<file path="config.mk">
export PLATFORM = sky130hd
export DESIGN_NAME = pairing_result_serializer
export DESIGN_NICKNAME = d
export VERILOG_FILES = /design/src/rtl/pairing_result_serializer.sv
export SDC_FILE = /design/constraint.sdc
export NUM_CORES = 2
export LEC_CHECK = 0
export ABC_AREA = 1
export BUFFER_PORTS_ARGS = -buffer_cell sky130_fd_sc_hd__clkbuf_2
export CELL_PAD_IN_SITES_DETAIL_PLACEMENT = 0
export CELL_PAD_IN_SITES_GLOBAL_PLACEMENT = 1
export CORE_AREA = 5 5 468 470
export DETAILED_ROUTE_END_ITERATION = 12
export DIE_AREA = 0 0 473 475
export PLACE_DENSITY = 0.73
export SETUP_SLACK_MARGIN = 0.15
export SLEW_MARGIN = 5
export SYNTH_ARGS = -nofsm -noshare
export SYNTH_HDL_FRONTEND = slang
export SYNTH_SLANG_ARGS = --single-unit
</file>
<file path="constraint.sdc">
create_clock -name clk -period 2.2 [get_ports clk]
set_input_delay 0.22 -clock clk [delete_from_list [all_inputs] [get_ports clk]]
set_output_delay 0.22 -clock clk [all_outputs]
set_load 0.03 [all_outputs]
</file>
<file path="src/rtl/pairing_result_serializer.sv">
// pairing_result_serializer
// Captures the wide pairing result on the rising edge of the core's done flag
// and streams it out LSW-first as WORD_W-bit words under valid/ready.
// The captured copy is held privately, so the core may restart right after capture.
//
// state | meaning
// IDLE  | no result held for the host; waiting for a done rise
// SEND  | presenting word cnt_q of the captured result on tx_data
module pairing_result_serializer #(
  parameter int RES_W  = 1164,
  parameter int WORD_W = 32
) (
  input  logic              clk,
  input  logic              reset,
  input  logic              core_done,
  input  logic [RES_W-1:0]  core_out,
  input  logic              flush,
  input  logic              tx_ready,
  output logic [WORD_W-1:0] tx_data,
  output logic              tx_valid,
  output logic              tx_last,
  output logic              busy,
  output logic              sent,
  output logic              overrun
);

  localparam int NWORDS = (RES_W + WORD_W - 1) / WORD_W;
  localparam int SR_W   = NWORDS * WORD_W;
  localparam int CNT_W  = (NWORDS > 1) ? $clog2(NWORDS) : 1;
  localparam logic [CNT_W-1:0] LAST_IDX = CNT_W'(NWORDS - 1);

  typedef enum logic {S_IDLE = 1'b0, S_SEND = 1'b1} state_t;

  state_t           state_q, state_d;
  logic [SR_W-1:0]  sr_q, sr_d;
  logic [CNT_W-1:0] cnt_q, cnt_d;
  logic             done_q;
  logic             sent_q, sent_d;
  logic             overrun_q, overrun_d;

  logic rise;
  logic hs;
  logic is_last;

  assign rise    = core_done & ~done_q;
  assign hs      = (state_q == S_SEND) & tx_ready;
  assign is_last = (cnt_q == LAST_IDX);

  // State register.
  always_ff @(posedge clk or negedge reset) begin
    if (!reset) state_q <= S_IDLE;
    else        state_q <= state_d;
  end

  // Datapath registers: captured result, word index, edge detector, flags.
  always_ff @(posedge clk or negedge reset) begin
    if (!reset) begin
      sr_q      <= '0;
      cnt_q     <= '0;
      done_q    <= 1'b0;
      sent_q    <= 1'b0;
      overrun_q <= 1'b0;
    end else begin
      sr_q      <= sr_d;
      cnt_q     <= cnt_d;
      done_q    <= core_done;
      sent_q    <= sent_d;
      overrun_q <= overrun_d;
    end
  end

  // Next-state and datapath update; flush outranks both capture and handshake.
  always_comb begin
    state_d   = state_q;
    sr_d      = sr_q;
    cnt_d     = cnt_q;
    sent_d    = 1'b0;
    overrun_d = overrun_q;
    if (flush) begin
      state_d   = S_IDLE;
      cnt_d     = '0;
      overrun_d = 1'b0;
    end else begin
      case (state_q)
        S_IDLE: begin
          if (rise) begin
            sr_d    = SR_W'(core_out);
            cnt_d   = '0;
            state_d = S_SEND;
          end
        end
        S_SEND: begin
          if (hs && is_last) begin
            sent_d = 1'b1;
            cnt_d  = '0;
            // A rise landing on the final handshake is chained straight in.
            if (rise) sr_d = SR_W'(core_out);
            else      state_d = S_IDLE;
          end else begin
            if (hs) begin
              sr_d  = sr_q >> WORD_W;
              cnt_d = cnt_q + CNT_W'(1);
            end
            if (rise) overrun_d = 1'b1;
          end
        end
        default: state_d = S_IDLE;
      endcase
    end
  end

  // Outputs decoded only from registers, so tx_ready never reaches tx_valid.
  always_comb begin
    tx_valid = (state_q == S_SEND);
    busy     = (state_q == S_SEND);
    tx_data  = (state_q == S_SEND) ? sr_q[WORD_W-1:0] : '0;
    tx_last  = (state_q == S_SEND) & is_last;
    sent     = sent_q;
    overrun  = overrun_q;
  end

endmodule

</file>
==> impl_metrics.json <==
{
  "ios": 1206,
  "setup-violations-final": 3,
  "coreArea_mm2": 0.214,
  "grt_pass1_wl_mm": 481,
  "critPathKind": "reg -> reg",
  "fin_crit_ns": 2.22,
  "fin_worst_hold_slack_ns": 0.0183,
  "area_growth_pct": 49.3,
  "clock_path_buffers": 3,
  "drive_above_1_share_pct": 17.7,
  "cp_num_buf_inv": 7,
  "routedWlPerCell_um": 21.2,
  "synth_warnings": 0,
  "synth_fp_nets": 11400,
  "num_vias": 76400,
  "place_congestion": 0.920,
  "clock_skew_ns": 0.0274,
  "timing.fmax_ghz": 0.451,
  "crit_cells": 15,
  "post-place-ws_ns": -0.0344,
  "startpoint": "cnt_q[0]",
  "ant_nets": 0,
  "rsz0062_at_grt": "yes",
  "syn_avg_cell_area_um2": 6.59,
  "drc": 0,
  "finish.utilization_pct": 47.0,
  "drtIter0Drc": 7260,
  "regToRegStartpoint": "cnt_q[0]",
  "fp.dieH_um": 475,
  "synth_common_cells": "nand2_1, nand3_1, inv_1, dfrtp_1, buf_2",
  "drv_cap": 0,
  "synth_area_leader_cell": "dfrtp_1",
  "relSlewSlack_pct": 51.3,
  "regToRegEndpoint": "sr_q[574]",
  "synth-seq-cells": 1194,
  "worstHoldPathType": "in -> reg",
  "antenna_found_initial": 60,
  "viasPerCell": 4.92,
  "slowest_stage": "dfrtp_1",
  "clk_pin_slew_ns": 0.06,
  "io_buffers": 1205,
  "row_count": 170,
  "grt_max_degree": 146,
  "path_max_fanout": 8,
  "ir_drop_uv": 704,
  "endpoint_kind": "flip-flop",
  "final.setup.tns_ns": -0.0265,
  "reg2reg_slack_ns": -0.02,
  "p_leak_nw": 56.4,
  "die-area_mm2": 0.225,
  "slew_violations": 0,
  "netlist_instances": 10200,
  "cp.required_ns": 2.89,
  "ys.flop_type": "dfrtp_1",
  "crit_arrival_ns": 2.91,
  "cts-root-buf": "clkbuf_16",
  "cts_sinks": 1194,
  "grt_overflow": 0,
  "violations": "setup timing",
  "drt_pre_antenna_iters": 9,
  "numCtsBuffers": 148,
  "crit_path_cell_trace": "inv_2 -> ha_4 -> nand3_4 -> nor2_4 -> buf_6 -> nand2_8 -> nand2_8 -> buf_12 -> buf_6 -> buf_16 -> buf_12 -> buf_16 -> nand2_1 -> nand3_1 -> nand2_1",
  "tightest_slew_ns": 0.731,
  "worst_slack_ns": -0.0154,
  "die_x_um": 473,
  "finalWirelength_mm": 330,
  "tritoncts": "built",
  "setup.worst_path.start_class": "flip-flop",
  "insertion_delay_ns": 0.82,
  "status": "finished with violations",
  "finalHoldViolCount": 0,
  "synth_edf_count": 0,
  "synth_top_area_share_pct": 44.4,
  "fin_crit_sh_pct": 101,
  "power.density_mw_per_mm2": 737,
  "crit_end": "sr_q[574]",
  "rr_worst_depth": 15,
  "grt_pass1_vias": 76700,
  "grtUsageTotal_pct": 28.0,
  "synth_area_mm2": 0.0673,
  "yosysSeqAreaShare_pct": 44.4,
  "ys_types": 20,
  "yosysMostFrequentCell": "nand2_1",
  "dp_hpwl_mm": 225,
  "cts_max_level": 4,
  "critPathTopFamily": "buffers and inverters",
  "start_util_pct": 31.5,
  "crit_path_max_incr_delay_ns": 0.38,
  "fin_nets": 13700,
  "synth.area.top_cells": "dfrtp_1, nand2_1, nand3_1",
  "async_reset_ff_share_pct": 100
}
[cell type report]
type                            count  area, um2
Multi-Input combinational cell   7047      30400
Sequential cell                  1194      29900
Fill cell                       21500     113000
Timing Repair Buffer             2952      27000
Clock inverter                     52        662
Antenna cell                       47        118
Inverter                         1200       4510
Clock buffer                      210       4360
Tap cell                         2838       3550
[cells in the final DEF (no fill, tap or decap), types with 14 or more instances in the layout]
master,count
buf_6,36
nand3_1,2232
clkbuf_16,182
clkbuf_4,17
nand3_2,69
inv_2,14
nand2_4,34
dfrtp_1,1193
clkinv_2,23
dlygate4sd3_1,1165
clkbuf_8,50
nand2_1,4552
buf_4,255
nor2_1,28
o21ai_0,14
buf_8,16
diode_2,47
nand2_2,81
bufbuf_16,16
clkbuf_2,1170
buf_16,88
clkbuf_1,24
inv_1,1185
buf_12,143
[what timing repair did]
action	4_1_cts	5_1_grt
resized for setup	329	177
gates cloned	59	34
pin swaps	13	18
hold buffers	1166	0
endpoints found under the hold margin	2016	0
setup endpoints to repair	1129	1218
setup buffers	57	31
[metal layers]
metal  vias to the layer above  part of all wire [%]  global-route usage (%)
met5                         -                 0.028                       0
met4                        14                   5.3                    13.8
met3                       717                   6.4                    4.35
met2                      3145                    46                    44.6
met1                     36500                    42                    37.0
li1                      36100                     -                       -
[worst reg2reg max path, cell delays in order (launching register included)]
cell	delay (ns)
dfrtp_1	0.38
inv_2	0.08
ha_4	0.14
nand3_4	0.08
nor2_4	0.12
buf_6	0.12
nand2_8	0.07
nand2_8	0.13
buf_12	0.18
buf_6	0.13
buf_16	0.15
buf_12	0.15
buf_16	0.15
nand2_1	0.09
nand3_1	0.08
nand2_1	0.05
[cells by family (layout without fill, tap and decap cells)]
family,count (synthesis),in the layout,share of synthesized area [%]
AO/OA/AOI/OAI,28,28,0.229
AND/OR/NAND/NOR,7014,7014,43.4
XOR/XNOR,3,3,0.0390
buffers and inverters,1979,4414,11.9
adder cells (fa/ha/maj),2,2,0.0372
other,0,47,0
flip-flops,1194,1194,44.4
[stage by stage]
step,area (um2),instances,power (W)
CTS,98600,15400,0.0738
floorplan,67300,10200,0.0386
global placement,78200,13900,0.0449
finish,101000,15500,0.0741
detailed placement,78200,13900,0.0452
global route,100000,15500,0.0782
[flip-flops by register name, indices dropped and copies added (netlist names)]
name	cells
sr_q	1184
cnt_q	6
busy	1
done_q	1
overrun	1
sent	1
[power breakdown]
part	internal, W	switching [W]	leakage (nW)
registers	0.0269	0.00304	14.5
clock network	0.0152	0.0103	2.47
logic	0.00789	0.0108	39.4
[how the worst min path moves through the flow]
stage / start / to / slack [ns] / cells after the start
2_1_floorplan: reset / busy / -0.08 / 0
3_3_place_gp: reset / sr_q[361] / 0.20 / 1
3_5_place_dp: reset / sr_q[350] / 0.20 / 1
4_1_cts: core_out[696] / sr_q[696] / 0.005 / 6
5_1_grt: core_out[696] / sr_q[696] / 0.05 / 6
6_report: core_out[696] / sr_q[696] / 0.02 / 6
Note: power is estimated with default switching activity, not from simulation.
